[src/rtl/wav_stream_arbiter_pkg.sv]
// Shared types and helpers for the round-robin stream arbiter.
// Kept free of module parameters so other arbiters can reuse the picker function.
package wav_stream_arbiter_pkg;

    typedef enum logic {
        IDLE = 1'b0,
        GNT  = 1'b1
    } state_t;

    localparam int MAX_N  = 16;
    localparam int MAX_IW = 4;

    // Width of an index into `value` entries, never narrower than one bit.
    function automatic int clog2_min1(input int value);
        return (value > 1) ? $clog2(value) : 1;
    endfunction

    // First set bit of req at or above ptr, wrapping from n-1 to 0.
    // Returns ptr when no bit is set; callers qualify the result with |req.
    function automatic logic [MAX_IW-1:0] rr_pick(
        input logic [MAX_N-1:0]  req,
        input logic [MAX_IW-1:0] ptr,
        input int                n
    );
        logic [MAX_IW:0]   cand;
        logic [MAX_IW-1:0] idx;
        logic              found;
        idx   = ptr;
        found = 1'b0;
        for (int i = 0; i < MAX_N; i++) begin
            cand = {1'b0, ptr} + (MAX_IW+1)'(i);
            if (cand >= (MAX_IW+1)'(n)) begin
                cand = cand - (MAX_IW+1)'(n);
            end
            if (!found && (i < n) && req[cand[MAX_IW-1:0]]) begin
                idx   = cand[MAX_IW-1:0];
                found = 1'b1;
            end
        end
        return idx;
    endfunction

endpackage

[src/rtl/wav_rr_pick.sv]
// Combinational round-robin priority picker: lowest requester at or above ptr,
// wrapping. Pure function of its inputs so it can be shared by other arbiters.
module wav_rr_pick
    import wav_stream_arbiter_pkg::*;
#(
    parameter int N  = 4,
    parameter int IW = clog2_min1(N)
) (
    input  logic [N-1:0]  req,
    input  logic [IW-1:0] ptr,
    output logic [IW-1:0] idx,
    output logic          any
);

    logic [MAX_N-1:0]  req_ext;
    logic [MAX_IW-1:0] ptr_ext;

    // NOTE: every variable assigned in always_comb gets a default first, so no
    // path through the block can leave it holding a value (which infers a latch).
    always_comb begin
        req_ext          = '0;
        req_ext[N-1:0]   = req;
        ptr_ext          = '0;
        ptr_ext[IW-1:0]  = ptr;
    end

    assign idx = IW'(rr_pick(req_ext, ptr_ext, N));
    assign any = |req;

endmodule

[src/rtl/wav_stream_arbiter.sv]
// Round-robin merge of N valid/ready byte streams into one drain stream.
// Each grant lasts up to BURST transfers; the data and ready paths are combinational.
module wav_stream_arbiter
    import wav_stream_arbiter_pkg::*;
#(
    parameter int N     = 4,
    parameter int DW    = 8,
    parameter int BURST = 4
) (
    input  logic                        clk,
    input  logic                        rst,
    input  logic                        ctl_run,
    input  logic [N-1:0]                s_tvalid,
    output logic [N-1:0]                s_tready,
    input  logic [N*DW-1:0]             s_tdata,
    output logic                        m_tvalid,
    input  logic                        m_tready,
    output logic [DW-1:0]               m_tdata,
    output logic [clog2_min1(N)-1:0]    sts_gnt,
    output logic                        sts_busy
);

    localparam int IW = clog2_min1(N);
    localparam int CW = clog2_min1(BURST);

    state_t        state;
    logic [IW-1:0] ptr;
    logic [IW-1:0] gnt;
    logic [CW-1:0] cnt;

    logic [IW-1:0] pick_idx;
    logic          pick_any;
    logic          gnt_vld;
    logic          xfer;
    logic          last_beat;
    logic [IW-1:0] next_ptr;

    wav_rr_pick #(
        .N  (N),
        .IW (IW)
    ) u_pick (
        .req (s_tvalid),
        .ptr (ptr),
        .idx (pick_idx),
        .any (pick_any)
    );

    assign gnt_vld   = s_tvalid[gnt];
    assign xfer      = (state == GNT) && gnt_vld && m_tready;
    assign last_beat = (cnt == CW'(BURST - 1));
    // The released source drops to lowest priority for the next round.
    assign next_ptr  = (gnt == IW'(N - 1)) ? '0 : gnt + 1'b1;

    // NOTE: sequential state uses non-blocking assignments so every flop samples
    // the pre-edge values, independent of statement order.
    always_ff @(posedge clk or posedge rst) begin
        if (rst) begin
            state <= IDLE;
            ptr   <= '0;
            gnt   <= '0;
            cnt   <= '0;
        end else begin
            case (state)
                IDLE: begin
                    cnt <= '0;
                    if (ctl_run && pick_any) begin
                        state <= GNT;
                        gnt   <= pick_idx;
                    end
                end
                GNT: begin
                    // An idle source can never transfer, so the two release causes
                    // are mutually exclusive and collapse into one release.
                    if (!gnt_vld || (xfer && last_beat)) begin
                        state <= IDLE;
                        ptr   <= next_ptr;
                        cnt   <= '0;
                    end else if (xfer) begin
                        cnt <= cnt + 1'b1;
                    end
                end
                default: begin
                    state <= IDLE;
                end
            endcase
        end
    end

    always_comb begin
        s_tready = '0;
        m_tvalid = 1'b0;
        m_tdata  = s_tdata[int'(gnt)*DW +: DW];
        if (state == GNT) begin
            m_tvalid      = gnt_vld;
            s_tready[gnt] = m_tready;
        end
    end

    assign sts_busy = (state == GNT);
    assign sts_gnt  = gnt;

endmodule

[config.mk]
export PLATFORM = sky130hd
export DESIGN_NAME = wav_stream_arbiter
export DESIGN_NICKNAME = d
export VERILOG_FILES = /design/src/rtl/wav_stream_arbiter_pkg.sv /design/src/rtl/wav_rr_pick.sv /design/src/rtl/wav_stream_arbiter.sv
export SDC_FILE = /design/constraint.sdc
export NUM_CORES = 1
export LEC_CHECK = 0
export ABC_AREA = 1
export CAP_MARGIN = 10
export CORE_UTILIZATION = 35
export CTS_BUF_LIST = sky130_fd_sc_hd__clkbuf_8
export DETAILED_ROUTE_END_ITERATION = 8
export PLACE_DENSITY = 0.74
export SLEW_MARGIN = 25
export SYNTH_ARGS = -nofsm -noshare
export SYNTH_HDL_FRONTEND = slang
export SYNTH_HIERARCHICAL = 1
export SYNTH_SLANG_ARGS = --single-unit
[constraint.sdc]
create_clock -name clk -period 2.12 [get_ports clk]
set_clock_uncertainty 0.1 [all_clocks]
set_input_delay 0.318 -clock clk [delete_from_list [all_inputs] [get_ports clk]]
set_output_delay 0.318 -clock clk [all_outputs]
set_load 0.02 [all_outputs]
==> metrics.csv <==
stage,metric,value,unit
routing,drc,0,
worst_setup_path,reg2reg_to,sts_gnt[0],
clock_tree,clock_latency,0.24,ns
placed_design,dp.final_hpwl,2.47,mm
synthesis,synth_edf_count,0,
clock_tree,root_buffer,clkbuf_8,
die,fp.dieH,56.1,um
run_status,outcome,"complete, no violations",
synthesis,synth.top_cells.by_area,"dfrtp_1 17%, nand2_1 14%, ha_1 11%",
grt,grt_max_degree,23,
cells_and_area,post-route-util,61.4,%
worst_setup_path,slowest_stage,dfrtp_1,
synthesis,yosys.cell_types.count,22,
worst_setup_path,required,1.70,ns
worst_setup_path,reg2reg_depth,12,
sta,finalCriticalPeriod,2.01,ns
routing,wl,3.12,mm
routing,post_drt_wl_per_cell,12.0,um
synthesis,synth_nets,214,
synthesis,syn-instance-count,165,
sta,fin_crit_sh,94.6,%
synthesis,avgSynthCellArea,6.20,um^2
sta,setup_violations,0,
worst_setup_path,critPathMaxStageDelay,0.35,ns
worst_setup_path,regToRegSetupSlack,0.28,ns
synthesis,synth_top_family_by_area,simple AND/OR/NAND/NOR gates,
routing,drt-initial-drc-count,69,
pwr,total_power,2230,uW
clock_tree,ctsResizeCount,13,
synthesis,synthArstFlopShare,100,%
sta,hold_viol,0,
synthesis,synth-main-ff-cell,dfrtp_1,
synthesis,ys_seq_elements,7,
synthesis,netlist_area,1020,um^2
placed_design,gp_congestion,0.907,
sta,max_freq,499,MHz
sta,slew-limit-headroom,81.8,%
pwr,ir_worst_vdd,0.892,mV
clock_tree,cts_made_buffers,3,
cells_and_area,stdcell_area,1690,um^2
worst_setup_path,cp-start-kind,flop,
grt,grt.total_usage,20.8,%
pwr,p_per_area,1320,nW/um^2
grt,antenna_found_initial,0,
routing,dr.pass1.iters,4,
worst_setup_path,crit_start,sts_gnt[0],
synthesis,yosysSeqAreaShare,17.1,%
synthesis,synth_top_area_share,17.1,%
die,rows,19,
sta,drv_slew,0,
worst_setup_path,cp-end-kind,output port,
synthesis,synthXorXnorAreaFrac,0,%
die,start_util,37.1,%
grt,first_global_vias,1320,
routing,postRouteAntennaNets,0,
routing,avgViaCountPerCell,5.12,
grt,grt_pass1_wl,5.38,mm
synthesis,synth_commonest_cells,"37 x nand2_1, 24 x nor2_1, 15 x inv_1",
worst_setup_path,critical_path_class,reg -> out,
routing,via_count,1332,
synthesis,synth_compound_gate_area_share,15.6,%
clock_tree,cts_tree,built,
clock_tree,clock-sinks,7,
synthesis,synth_most_common_cell,nand2_1,
synthesis,ys.warnings.count,6,
clock_tree,htreeDepth,1,
worst_setup_path,worstPathMaxFanout,22,
sta,tightest_slew,0.273,ns
die,fp.coreArea,2760,um^2
clock_tree,cts_setup_buffers,0,
grt,grt.overflow.total,0,
die,ios,56,
worst_setup_path,r2r_start,ptr[0],
clock_tree,cts_hold_buf,0,
clock_tree,cts_buffer_depth,2,
worst_setup_path,worstPathArrival,1.59,ns
die,die-area,3140,um^2
synthesis,yosysTopAreaCell,dfrtp_1,
cells_and_area,area_growth,65.4,%
cells_and_area,final_layout_size_suffix_gt1_share,14.8,%
die,die_w,56.1,um
cells_and_area,antenna_cells,0,
synthesis,synth_adder_area_share,11.0,%
pwr,p_leak,0.000846,uW
sta,grt_setup_unrepaired,false,
worst_setup_path,cp_cell_sequence,buf_4 > nand2_1 > nand3_2 > nand2_2 > nor2_2 > dlygate4sd2_1,
cells_and_area,nets,279,
worst_setup_path,crit_path_end,m_tvalid,
clock_tree,clkSlewWorstSetupHoldPaths,0.05,ns
placed_design,port-buffer-count,55,
placed_design,placed_area,1660,um^2
synthesis,yosys.area_share.simple,45.4,%
synthesis,synthMuxAreaShare,0,%
run,cap_violations,0,
hold_path,hold_path.class,in -> async,
logic make-up after synthesis:
family | after synthesis
and+or+nand+nor | 95
AOI/OAI and AO/OA | 30
buffers and inverters | 24
adders and majority gates | 9
DFF | 7
layout by cell type, fill, tap and decap left out, types with 6 or more instances in the layout:
| cell type | instances |
|---|---|
| nand3_1 | 13 |
| o21ai_1 | 6 |
| nand2_1 | 37 |
| dlygate4sd2_1 | 13 |
| o22ai_1 | 8 |
| nand2_2 | 6 |
| ha_1 | 9 |
| nor2_1 | 24 |
| buf_4 | 10 |
| o21ai_0 | 14 |
| dfrtp_1 | 7 |
| clkdlybuf4s50_1 | 42 |
| nand3_2 | 6 |
| inv_1 | 16 |
how the worst min path moves through the flow:
stage,end,slack [ns],cells after the start
6_report,sts_busy,0.22,2
5_1_grt,sts_busy,0.26,2
4_1_cts,sts_busy,0.23,2
3_5_place_dp,cnt[1],0.42,2
3_3_place_gp,cnt[1],0.40,2
2_1_floorplan,cnt[0],0.02,1
worst max-delay path, delay by kind of cell (launching register included):
kind / cells / cell delay (ns)
buffers and inverters: 2 / 0.59
AND/OR/NAND/NOR: 4 / 0.40
flip-flops: 1 / 0.35
cell type report:
cell class                      count  area (um^2)
Multi-Input combinational cell    134          737
Sequential cell                     7          175
Clock buffer                        3         41.3
Fill cell                         277         1060
Timing Repair Buffer               66          629
Inverter                           18         67.6
Tap cell                           31         38.8
Clock inverter                      1         3.75
metal layers:
layer	GRT usage (%)	wire length (um)
met3	3.49	202
met1	24.9	1340
met4	7.32	42
met2	37.2	1530
met5	0	0
metrics by stage:
stage                     worst slack [ns]  cells  hold WS (ns)  TNS, ns
after floorplan                      0.261    165        0.0214        0
after global placement             -0.0960    256         0.402  -0.0960
after detailed placement            -0.118    256         0.417   -0.118
after CTS                            0.109    260         0.227        0
after global routing                0.0189    260         0.257        0
final                                0.114    260         0.217        0
flip-flops by register name, summed over array words and instances, names as in the netlist:
name	cells
cnt	2
ptr	2
sts_gnt	2
sts_busy	1
where the power goes:
| group | internal, uW | switching [uW] | total, uW | leakage [uW] |
|---|---|---|---|---|
| Sequential | 191 | 42.1 | 233 | 0.0000875 |
| Combinational | 713 | 1100 | 1810 | 0.000732 |
| Clock | 126 | 64.9 | 191 | 0.0000269 |
Note: power is estimated with default switching activity, not from simulation.
